--- config.mk ---
export PLATFORM = sky130hd
export DESIGN_NAME = addsub_pipe
export DESIGN_NICKNAME = d
export VERILOG_FILES = /design/src/rtl/addsub_pkg.sv /design/src/rtl/carry_chain.sv /design/src/rtl/addsub_pipe.sv
export SDC_FILE = /design/constraint.sdc
export NUM_CORES = 1
export LEC_CHECK = 0
export CAP_MARGIN = 15
export CELL_PAD_IN_SITES_DETAIL_PLACEMENT = 2
export CELL_PAD_IN_SITES_GLOBAL_PLACEMENT = 2
export CORE_ASPECT_RATIO = 0.7
export CORE_MARGIN = 2
export CORE_UTILIZATION = 33
export DETAILED_ROUTE_END_ITERATION = 16
export PLACE_DENSITY_LB_ADDON = 0.15
export SYNTH_ARGS = -nofsm -noshare
export SYNTH_HDL_FRONTEND = slang
export SYNTH_SLANG_ARGS = --single-unit
--- constraint.sdc ---
create_clock -name clk -period 13.5 [get_ports clk]
set_input_delay 1.35 -clock clk [delete_from_list [all_inputs] [get_ports clk]]
set_output_delay 1.35 -clock clk [all_outputs]
set_load 0.005 [all_outputs]
--- src/rtl/addsub_pkg.sv ---
// Shared types for the two-stage add/subtract pipeline: operation encoding
// and the control half of the first-stage payload.
package addsub_pkg;

    typedef enum logic [1:0] {
        ADD     = 2'b00,
        SUB     = 2'b01,
        ABSDIFF = 2'b10,
        RSUB    = 2'b11
    } mode_e;

    // Operands travel beside this struct because their width follows the
    // pipeline's N parameter.
    typedef struct packed {
        mode_e mode;
        logic  cin;
        logic  aGtB;
        logic  aLtB;
    } s1_ctrl_t;

endpackage

--- src/rtl/carry_chain.sv ---
// N-bit ripple-carry adder built from full-adder cells; used by the second
// stage of addsub_pipe.
module carry_chain #(
    parameter int N = 8
) (
    input  logic [N-1:0] i_a,
    input  logic [N-1:0] i_b,
    input  logic         i_cin,
    output logic [N-1:0] o_sum,
    output logic         o_cout
);

    logic [N:0] w_carry;

    assign w_carry[0] = i_cin;

    for (genvar i = 0; i < N; i++) begin : g_cell
        assign o_sum[i]       = i_a[i] ^ i_b[i] ^ w_carry[i];
        assign w_carry[i + 1] = (i_a[i] & i_b[i]) | (w_carry[i] & (i_a[i] ^ i_b[i]));
    end

    assign o_cout = w_carry[N];

endmodule

--- src/rtl/addsub_pipe.sv ---
// Two-stage valid/ready add / sub / absdiff / reverse-sub pipeline.
// Define ADDSUB_PIPE_SAT_EN to saturate ADD overflow and SUB/RSUB underflow.
module addsub_pipe #(
    parameter int N = 8
) (
    input  logic         clk,
    input  logic         rst,
    input  logic         in_valid,
    output logic         in_ready,
    input  logic [N-1:0] a,
    input  logic [N-1:0] b,
    input  logic         cin,
    input  logic [1:0]   mode,
    output logic         out_valid,
    input  logic         out_ready,
    output logic [N-1:0] result,
    output logic         cout,
    output logic         zero,
    output logic         a_gt_b
);

    import addsub_pkg::*;

    logic         r_s1Valid;
    logic [N-1:0] r_s1A;
    logic [N-1:0] r_s1B;
    s1_ctrl_t     r_s1Ctrl;

    logic         r_s2Valid;
    logic [N-1:0] r_result;
    logic         r_cout;
    logic         r_zero;
    logic         r_aGtB;

    logic         w_s2Load;
    logic         w_s1Load;
    logic         w_accept;
    logic [N-1:0] w_opX;
    logic [N-1:0] w_opY;
    logic         w_opCin;
    logic [N-1:0] w_sum;
    logic         w_carry;
    logic [N-1:0] w_final;
    logic         w_flag;

    // in_ready depends only on pipeline state and out_ready, never on in_valid.
    assign w_s2Load = !r_s2Valid || out_ready;
    assign w_s1Load = !r_s1Valid || w_s2Load;
    assign w_accept = in_valid && w_s1Load;
    assign in_ready = w_s1Load;

    always_ff @(posedge clk) begin
        if (rst) begin
            r_s1Valid <= 1'b0;
            r_s1A     <= '0;
            r_s1B     <= '0;
            r_s1Ctrl  <= '0;
        end else if (w_s1Load) begin
            r_s1Valid <= w_accept;
            if (w_accept) begin
                r_s1A         <= a;
                r_s1B         <= b;
                r_s1Ctrl.mode <= mode_e'(mode);
                r_s1Ctrl.cin  <= cin;
                r_s1Ctrl.aGtB <= (a > b);
                r_s1Ctrl.aLtB <= (a < b);
            end
        end
    end

    // Subtraction is add-the-complement; for ABSDIFF the smaller operand is
    // the one complemented, so a==b falls through to 0.
    always_comb begin
        w_opX   = r_s1A;
        w_opY   = r_s1B;
        w_opCin = r_s1Ctrl.cin;
        case (r_s1Ctrl.mode)
            SUB: begin
                w_opY   = ~r_s1B;
                w_opCin = !r_s1Ctrl.cin;
            end
            RSUB: begin
                w_opX   = r_s1B;
                w_opY   = ~r_s1A;
                w_opCin = !r_s1Ctrl.cin;
            end
            ABSDIFF: begin
                w_opCin = 1'b1;
                if (r_s1Ctrl.aLtB) begin
                    w_opX = r_s1B;
                    w_opY = ~r_s1A;
                end else begin
                    w_opX = r_s1A;
                    w_opY = ~r_s1B;
                end
            end
            default: ;
        endcase
    end

    carry_chain #(.N(N)) u_chain (
        .i_a    (w_opX),
        .i_b    (w_opY),
        .i_cin  (w_opCin),
        .o_sum  (w_sum),
        .o_cout (w_carry)
    );

    always_comb begin
        w_final = w_sum;
        w_flag  = 1'b0;
        case (r_s1Ctrl.mode)
            ADD:       w_flag = w_carry;
            SUB, RSUB: w_flag = !w_carry;
            default:   w_flag = 1'b0;
        endcase
`ifdef ADDSUB_PIPE_SAT_EN
        if (r_s1Ctrl.mode == ADD && w_carry) begin
            w_final = '1;
        end else if ((r_s1Ctrl.mode == SUB || r_s1Ctrl.mode == RSUB) && !w_carry) begin
            w_final = '0;
        end
`endif
    end

    always_ff @(posedge clk) begin
        if (rst) begin
            r_s2Valid <= 1'b0;
            r_result  <= '0;
            r_cout    <= 1'b0;
            r_zero    <= 1'b0;
            r_aGtB    <= 1'b0;
        end else if (w_s2Load) begin
            r_s2Valid <= r_s1Valid;
            if (r_s1Valid) begin
                r_result <= w_final;
                r_cout   <= w_flag;
                r_zero   <= (w_final == '0);
                r_aGtB   <= r_s1Ctrl.aGtB;
            end
        end
    end

    assign out_valid = r_s2Valid;
    assign result    = r_result;
    assign cout      = r_cout;
    assign zero      = r_zero;
    assign a_gt_b    = r_aGtB;

endmodule
==> results.sh <==
export IMPL_status="complete, no violations"
export IMPL_cts_htree_levels=2
export IMPL_place_hpwl_um=4730
export IMPL_rsz0062_at_grt="false"
export IMPL_synth_top_flop_cell="dfxtp_1"
export IMPL_antenna_found_initial=0
export IMPL_seqPwrFrac_pct=38.8
export IMPL_hp_start="a_gt_b"
export IMPL_slew_headroom_pct=31.9
export IMPL_synth_area_um2=2110
export IMPL_tns_ns=0
export IMPL_vias_per_cell=5.16
export IMPL_num_rows=24
export IMPL_cp_cell_sequence="o21ai_4 -> mux2_2 -> fa_1 -> inv_1 -> fa_1 -> inv_1 -> fa_1 -> fa_1 -> inv_1 -> fa_1 -> inv_1 -> fa_1 -> fa_1 -> fa_1 -> nor3_1 -> nand3_1 -> a21oi_1"
export IMPL_worst_pin_slew_ns=1.02
export IMPL_grtUsageTotal_pct=19.1
export IMPL_cts_resized=0
export IMPL_r2r_start="r_s1Ctrl[4]"
export IMPL_r2r_slack_ns=8.33
export IMPL_cp_slowest_cell="dfxtp_1"
export IMPL_firstDrtPassIters=4
export IMPL_met2_usage_pct=28.7
export IMPL_power_density_nw_per_um2=116
export IMPL_syn_to_final_growth_pct=22.7
export IMPL_grt_pass1_vias=2023
export IMPL_num_vias=1887
export IMPL_start_util_pct=34.0
export IMPL_synth_edf_count=0
export IMPL_ctsHoldBuffers=0
export IMPL_grt_max_degree=36
export IMPL_yosys_warnings=0
export IMPL_grt_met3_usage_pct=3.75
export IMPL_hold_class="reg2reg"
export IMPL_fmax_mhz=194
export IMPL_period_share_pct=38.3
export IMPL_clockBufferDepth=2
export IMPL_ys_ff_latch=34
export IMPL_cp_start_kind="register"
export IMPL_clock_skew_ns=0.00629
export IMPL_min_to="a_gt_b"
export IMPL_gp_congestion=0.771
export IMPL_insertedDiodeCount=0
export IMPL_hold_path_depth=2
export IMPL_layout_nets=326
export IMPL_port_buffers=35
export IMPL_cts_buffers=5
export IMPL_p_int_w=0.000212
export IMPL_synth_async_sr_flop_share_pct=0
export IMPL_p_clk_share_pct=39.4
export IMPL_synthCells=261
export IMPL_end_kind="register"
export IMPL_wire_per_inst_um=17.1
export IMPL_cp_arrival_ns=5.40
export IMPL_avgSynthCellArea_um2=8.09
export IMPL_synth_seq_area_share_pct=32.2
export IMPL_final_layout_size_suffix_gt1_share_pct=9.03
export IMPL_hold_violations=0
export IMPL_required_ns=13.73
export IMPL_dpl_worst_slack_ns=8.34
export IMPL_root_buffer="clkbuf_8"
export IMPL_p_sw_w=0.0000879
export IMPL_ant_nets=0
export IMPL_dieHeight_um=70.9
export IMPL_clkSinkCount=34
export IMPL_timing_rr_end="zero"
export IMPL_slew_violations=0
export IMPL_fin_crit_ns=5.17
export IMPL_overflow=0
export IMPL_first_iter_violations=69
export IMPL_layout_commonest_cell="nand2_1"
export IMPL_die_area_um2=7070
export IMPL_crit_type="reg2reg"
export IMPL_fin_ws_ns=8.33
export IMPL_die_x_um=99.6
export IMPL_place_inst=358
export IMPL_cts_tree="built"
export IMPL_power_frac_comb_pct=21.9
export IMPL_max_stage_delay_ns=1.00
export IMPL_final_cell_mix="nand2_1 (61), a21oi_1 (41), clkdlybuf4s50_1 (35)"
export IMPL_n_fill_cell=713
export IMPL_swShare_pct=29.3
export IMPL_yosys_cell_types_count=35
export IMPL_routed_wl_um=6260
export IMPL_r2r_cells=17
export IMPL_final_cells=366
export IMPL_setup_violations=0
export IMPL_cap_viol_max_count=0
export IMPL_boundaryPins=36
export IMPL_cp_max_fo=29
export IMPL_clock_latency_ns=0.30
export IMPL_drc=0
export IMPL_cts_setup_buffers=0
export IMPL_ir_drop_v=0.0000606
export IMPL_grt_pass1_wl_um=10400
export IMPL_core_area_um2=6220
export IMPL_p_leak_nw=1.01
export IMPL_synth_nets=300
export IMPL_top_usage_layer="met2"
export IMPL_grt_use_met1_pct=28.1
export IMPL_clkTransAtPathRegs_ns=0.08
export IMPL_crit_top_cell="fa_1"
-- how the worst max path moves through the flow --
| stage | from | endpoint | slack (ns) |
|---|---|---|---|
| CTS | r_s1Ctrl[4] | zero | 8.26 |
| global route | r_s1Ctrl[4] | zero | 7.97 |
| floorplan | r_s1Ctrl[3] | zero | 9.18 |
| global placement | r_s1Ctrl[4] | zero | 8.59 |
| detailed placement | r_s1Ctrl[4] | zero | 8.34 |
| finish | r_s1Ctrl[4] | zero | 8.33 |
-- flip-flops by register name, summed over array words and instances (netlist names) --
| signal | cells |
|---|---|
| a_gt_b | 1 |
| cout | 1 |
| out_valid | 1 |
| r_s1A | 8 |
| r_s1B | 8 |
| r_s1Ctrl | 5 |
| r_s1Valid | 1 |
| result | 8 |
| zero | 1 |
-- metal layers --
metal	routed length, um	part of all wire, %
met4	50	0.80
met3	150	2.4
met1	3300	53
met2	2760	44
met5	0	0
-- per-stage QoR --
step	total power, W	hold slack (ns)	cell area [um2]	util, %
after CTS	0.000302	0.463	2590	41.7
after floorplan	0.000157	0.432	2110	-
after global placement	0.000181	0.446	2450	39.5
after global routing	0.000315	0.479	2590	41.7
after detailed placement	0.000184	0.453	2450	39.5
final	0.000300	0.459	2590	41.7
-- critical path: cells and delay by family, from the launching register on --
kind / cells / cell delay [ns]
fa+ha+maj: 8 / 2.74
buf+inv: 4 / 0.25
compound gates: 2 / 0.40
flops: 1 / 1.00
simple gates: 2 / 0.33
mux: 1 / 0.36
-- power by group through the flow --
stage | Combinational, W | Sequential (W) | Clock, W
2_1_floorplan | 0.0000435 | 0.000114 | 0
3_3_place_gp | 0.0000627 | 0.000118 | 0
3_5_place_dp | 0.0000648 | 0.000119 | 0
4_1_cts | 0.0000667 | 0.000116 | 0.000119
5_1_grt | 0.0000737 | 0.000118 | 0.000123
6_report | 0.0000656 | 0.000116 | 0.000118
-- cell type report --
cell class                 count  area (um2)  area share [%]
clock buffer                   5        68.8            2.65
multi-input combinational    195        1260            48.7
sequential                    34         681            26.3
tap                           78        97.6            3.76
inverter                      15        56.3            2.17
clock inverter                 3        68.8            2.65
timing repair buffer          36         358            13.8
-- synth_stat cells (2+ instances only) --
master	number	area, um2
a211oi_2	5	62.6
a21oi_1	41	205
and2_1	2	12.5
buf_2	3	15.0
buf_4	6	45.0
buf_6	3	33.8
clkbuf_1	5	18.8
dfxtp_1	34	681
fa_1	8	160
ha_1	8	100
inv_1	15	56.3
mux2_2	6	67.6
mux2i_1	6	60.1
nand2_1	61	229
nand2b_1	3	18.8
nand3_1	3	15.0
nand4_1	2	12.5
nor2_1	15	56.3
nor2b_1	4	25.0
nor3_1	5	25.0
o211ai_1	8	60.1
o21ai_0	3	15.0
o41ai_1	3	26.3
-- cell families (layout without fill, tap and decap cells) --
logic type                 after synthesis  in the layout  share of synthesized area [%]
adders and majority gates               16             16                           12.3
muxes                                   12             12                           6.04
DFF                                     34             34                           32.2
AOI/OAI and AO/OA                       67             67                           20.9
and+or+nand+nor                        100            100                           20.6
buffers and inverters                   32             59                           8.00
Note: power is estimated with default switching activity, not from simulation.
==> variant 1, RTL diff (same flow settings) <==
Add a define of `ADDSUB_PIPE_SAT_EN`.
--- a/src/rtl/addsub_pipe.sv
+++ b/src/rtl/addsub_pipe.sv
@@ -1,5 +1,7 @@
 // Two-stage valid/ready add / sub / absdiff / reverse-sub pipeline.
 // Define ADDSUB_PIPE_SAT_EN to saturate ADD overflow and SUB/RSUB underflow.
+`define ADDSUB_PIPE_SAT_EN
+
 module addsub_pipe #(
     parameter int N = 8
 ) (
Function: changed (Yosys sat finds a counterexample within 4 cycles, from zero or initial values and one cycle with rst high).
==> variant 1 against the original RTL <==
Power decreased by 14%. Cell area fell by 0.48%. Worst setup slack got worse by 620 ps. Combinational power rose by 7.6%. Highest routed layer unchanged. Die area decreased by 0.34%. Routed wire length is 2.6% lower. Largest power group is now registers. Area after synthesis is 0.36% lower. Sequential cell count stayed put. Clock power is 38% lower.
==> variant 1: results (changes against the original RTL) <==
The run finished with clean final reports. The internal cell power is 0.175 mW (-17%). The worst hold path begins at r_s1A[6]$_SDFFE_PP0P_. Among all stages on the critical path, the largest delay is contributed by sky130_fd_sc_hd__nor2b_1. The all-layer global routing usage came out at 0.187 (-0.00368). The commonest cells after synthesis are sky130_fd_sc_hd__nand2_1 (52), sky130_fd_sc_hd__a21oi_1 (38), sky130_fd_sc_hd__dfxtp_1 (34), sky130_fd_sc_hd__nor2_1 (20), sky130_fd_sc_hd__a211oi_1 (18). The time the final worst path needs with I/O delays and setup came out at 5790 ps (+621 ps).

The data arrival time at the worst-slack endpoint came to 6010 ps (+610 ps). The net count reported at finish is 329 (+0.92%). The highest cell delay on the worst timing path was 540 ps (-460 ps). The path with the worst hold slack has its endpoint at r_s1A[6]$_SDFFE_PP0P_.

The via count of the first global-routing pass is 2,000 (-1.1%). The routed length on met3 came out at 151 um (+0.67%). The largest net degree at the start of global routing is 35 (-2.8%).

The number of filler instances in the final layout came out at 702 (-1.5%). The post-route worst hold slack was 488 ps (+29.1 ps). The slew at the pin with the worst max-slew slack came to 850 ps (-171 ps). The weighted congestion reported at the end of routability-driven placement came to 0.769 (-0.27%). The final design area excluding fillers came out at 2580 um^2 (-0.48%). The compound-cell area share of the yosys netlist came to 0.219 (+0.0109). The fraction of the yosys area taken by sequential cells came out at 0.323 (+0.00115). The first-pass GRT wire length came out at 10.4 mm (+0.46%).

The standard cell area after detailed placement is 2500 um^2 (+2.0%). The portion of netlist area occupied by mux cells came out at 0.0803 (+0.0198). The placed cell count is 361 (+0.84%). The clock power share was 0.286 (-0.108). The maximum fanout along the worst path is 28 (-3.4%). The fraction of final layout cells with drive strength greater than 1 came out at 0.0828 (-0.00752). The number of standard cells in the layout, taps in and fillers out is 368 (+0.55%).
==> variant 1: cell types whose count changed after synthesis, moves of 4 or more <==
cell,delta
sky130_fd_sc_hd__o21ai_0,+7
sky130_fd_sc_hd__o211ai_1,-7
sky130_fd_sc_hd__a211oi_2,-5
sky130_fd_sc_hd__a211oi_1,+17
sky130_fd_sc_hd__nor3_1,-4
sky130_fd_sc_hd__nand2_1,-9
sky130_fd_sc_hd__nor2_1,+5
sky130_fd_sc_hd__buf_4,-4
sky130_fd_sc_hd__inv_1,-4
==> variant 1: final cells by class <==
type | instances | area share
well taps | 78 | 0.0378
clock buffers | 7 | 0.0296
inverters | 12 | 0.0175
flip-flops and latches | 34 | 0.264
repair buffers | 39 | 0.147
multi-input cells | 198 | 0.504
==> variant 1: per-layer routing <==
layer  vias up  global-route usage
met4         0              0.0411
li1        964                   -
met5         -                   0
met2        25               0.293
met3         5              0.0385
met1       924               0.269
==> variant 2, RTL diff (config.mk and constraints unchanged) <==
Without the edit above. Reset style: asynchronous (`rst`), changed in 2 clocked blocks.
--- a/src/rtl/addsub_pipe.sv
+++ b/src/rtl/addsub_pipe.sv
@@ -49,7 +49,7 @@
     assign w_accept = in_valid && w_s1Load;
     assign in_ready = w_s1Load;
 
-    always_ff @(posedge clk) begin
+    always_ff @(posedge clk or posedge rst) begin
         if (rst) begin
             r_s1Valid <= 1'b0;
             r_s1A     <= '0;
@@ -123,7 +123,7 @@
 `endif
     end
 
-    always_ff @(posedge clk) begin
+    always_ff @(posedge clk or posedge rst) begin
         if (rst) begin
             r_s2Valid <= 1'b0;
             r_result  <= '0;
Check against the original RTL: differs if rst is asserted again (counterexample within 4 cycles, from zero or initial values and one cycle with rst high); with rst held inactive, the same outputs for 10 cycles.
==> variant 2 against the original RTL <==
Sequential cell count did not move. Area after synthesis fell by 1.5%. Fmax fell by 1.8%. Routed wire length fell by 15%. Hold slack improved by 43 ps. Clock skew fell by 1.7 ps. Cell area fell by 0.15%. Worst setup slack got worse by 95 ps. Global-route usage fell by 2.8 points.
Power is not compared: it rests on default switching activity, and its combinational part moved more than twofold at a synthesized area within 25%.
==> variant 2: results (changes against the original RTL) <==
The share of flip-flops with an asynchronous set or reset came out at 1.00 (+1.00). The total of buffers placed on input and output ports came out at 35 (unchanged). The violation count after the first detailed-route iteration is 13 (-81%). The total number of yosys warnings came out at 0 (unchanged). The kind of path behind the tightest hold check is reg2reg. The clock reaches the later pin of the worst-skew pair after 290 ps. The largest net degree at the start of global routing is 35 (-2.8%).

The number of CTS-inserted buffers was 5 (unchanged). The flow ran to the end, and the final reports show no timing, DRC or antenna violations. The post-CTS clock slew at the launch and capture registers of the worst setup and hold paths came out at 70 ps. The number of gates resized after cts came out at 0 (unchanged). The all-layer global routing usage is 0.163 (-0.0284). The maximum fanout along the worst path was 20 (-31%).

The slew at the pin with the worst max-slew slack is 795 ps (-226 ps). The gate count of the mapped netlist is 191 (-27%). The fraction of final layout cells with drive strength greater than 1 is 0.163 (+0.0727). VDD sags by at most 0.0428 mV. The first-pass GRT wire length came out at 8.82 mm (-15%).

The placed cell count is 297 (-17%). The number of setup buffers added after CTS is 0 (unchanged). The fraction of the yosys area taken by sequential cells came out at 0.409 (+0.0869).

The placed wire-length estimate came out at 4.04 mm (-15%). The data arrival time at the worst-slack endpoint came to 5460 ps (+60 ps). The synthesized netlist net count came out at 230 (-23%). In the synthesized netlist, the cells that appear most often are sky130_fd_sc_hd__dfrtp_1 (34), sky130_fd_sc_hd__o21ai_0 (25), sky130_fd_sc_hd__nand2_1 (22), sky130_fd_sc_hd__mux2_2 (15), sky130_fd_sc_hd__inv_1 (13). The slowest stage of the critical path belongs to the cell sky130_fd_sc_hd__dfrtp_1. The standard cell area after detailed placement is 2480 um^2 (+0.97%). The net count reported at finish was 265 (-19%). The deepest clock path buffer count came out at 2 (unchanged).

The weighted congestion reported at the end of routability-driven placement is 0.801 (+3.9%). The kind of start point of the critical path is a flip-flop. The length of the first detailed-routing pass in iterations is 4 (unchanged). The highest cell delay on the worst timing path was 670 ps (-330 ps). The initial antenna violation count came out at 0 (unchanged). The total vias in the final route was 1,538 (-18%). The number of filler instances in the final layout came out at 652 (-8.6%).

The static leakage came out at 1.13 nW. The level count of the clock H-tree is 2 (unchanged). The number of standard cells in the layout, taps in and fillers out is 305 (-17%). The via count of the first global-routing pass is 1,662 (-18%).

The final antenna diode count is 0 (unchanged). In the post-synthesis netlist, the cell with the most instances is sky130_fd_sc_hd__dfrtp_1. The worst clock skew on the final layout came to 4.56 ps (-1.73 ps).

The root buffer cell chosen for the clock tree is sky130_fd_sc_hd__clkbuf_8. Yosys attributes the largest share of cell area to sky130_fd_sc_hd__dfrtp_1 (41%), sky130_fd_sc_hd__mux2_2 (8.1%), sky130_fd_sc_hd__fa_1 (7.7%). The routed wire length came out at 5.30 mm (-15%). The worst setup slack before clock tree synthesis was 8310 ps (-21.9 ps). The time the final worst path needs with I/O delays and setup came out at 5260 ps (+94.6 ps). The number of distinct library cells after synthesis came out at 33 (-5.7%).
[variant 2: changes by cell type after synthesis, sizes merged, moves of 5 or more]
cell    before  now
nor2        15    6
dfrtp        0   34
mux2         6   24
clkbuf       5    0
xnor2        0    7
a21oi       41    6
nand2       62   22
dfxtp       34    0
o21ai        5   26
a211oi       6    1
o211ai       8    1
[variant 2: kinds of logic after synthesis]
| logic type | count (synthesis) | share of synthesized area |
|---|---|---|
| muxes | 30 | 0.175 |
| xor gates and xnor gates | 7 | 0.0295 |
| adders and majority gates | 16 | 0.125 |
| buffers and inverters | 21 | 0.0505 |
| AOI/OAI and AO/OA | 37 | 0.0975 |
| and+or+nand+nor | 46 | 0.113 |
| DFF | 34 | 0.409 |
[variant 2: critical path, delay by kind of cell (launching register included)]
kind | cells | cell delay (ps)
buffers and inverters | 4 | 270
AND/OR/NAND/NOR | 2 | 380
AO/OA/AOI/OAI | 2 | 730
multiplexers | 1 | 420
flip-flops | 1 | 670
adder cells (fa/ha/maj) | 8 | 2700
[variant 2: layout make-up]
class                           instances  area [um^2]  area share
Sequential cell                        34          851       0.329
Timing Repair Buffer                   36          358       0.138
Multi-Input combinational cell        136         1120       0.434
Clock buffer                            8          110      0.0425
Inverter                               13         48.8      0.0188
Tap cell                               78         97.6      0.0377
[variant 2: path summary, 6_finish.rpt]
path	startpoint	end	slack, ps	cells after the start
min in group asynchronous	rst	out_valid$_DFFE_PP0P_	1470	3
hold / removal	cout$_DFFE_PP0P_	cout$_DFFE_PP0P_	500	2
setup / recovery	r_s1Ctrl[3]$_DFFE_PP0P_	zero$_DFFE_PP0P_	8240	17
setup reg to reg	r_s1Ctrl[3]$_DFFE_PP0P_	zero$_DFFE_PP0P_	8240	17
max in group asynchronous	rst	r_s1B[3]$_DFFE_PP0P_	11720	3
hold reg to reg	cout$_DFFE_PP0P_	cout$_DFFE_PP0P_	500	2
[variant 2: layer usage]
layer  vias to the layer above  global-route usage  routed length [um]
met5                         -                   0                   0
met4                         0              0.0518                  67
met3                         8              0.0350                 162
met2                        20               0.257                2500
met1                       789               0.223                2580
li1                        721                   -                   -
[variant 2: where the power goes]
part | switching [mW] | leakage (nW) | total, mW | internal [mW]
Combinational | 0.0716 | 0.668 | 0.164 | 0.0925
Sequential | 0.0236 | 0.407 | 0.150 | 0.126
Clock | 0.0374 | 0.0575 | 0.0889 | 0.0515
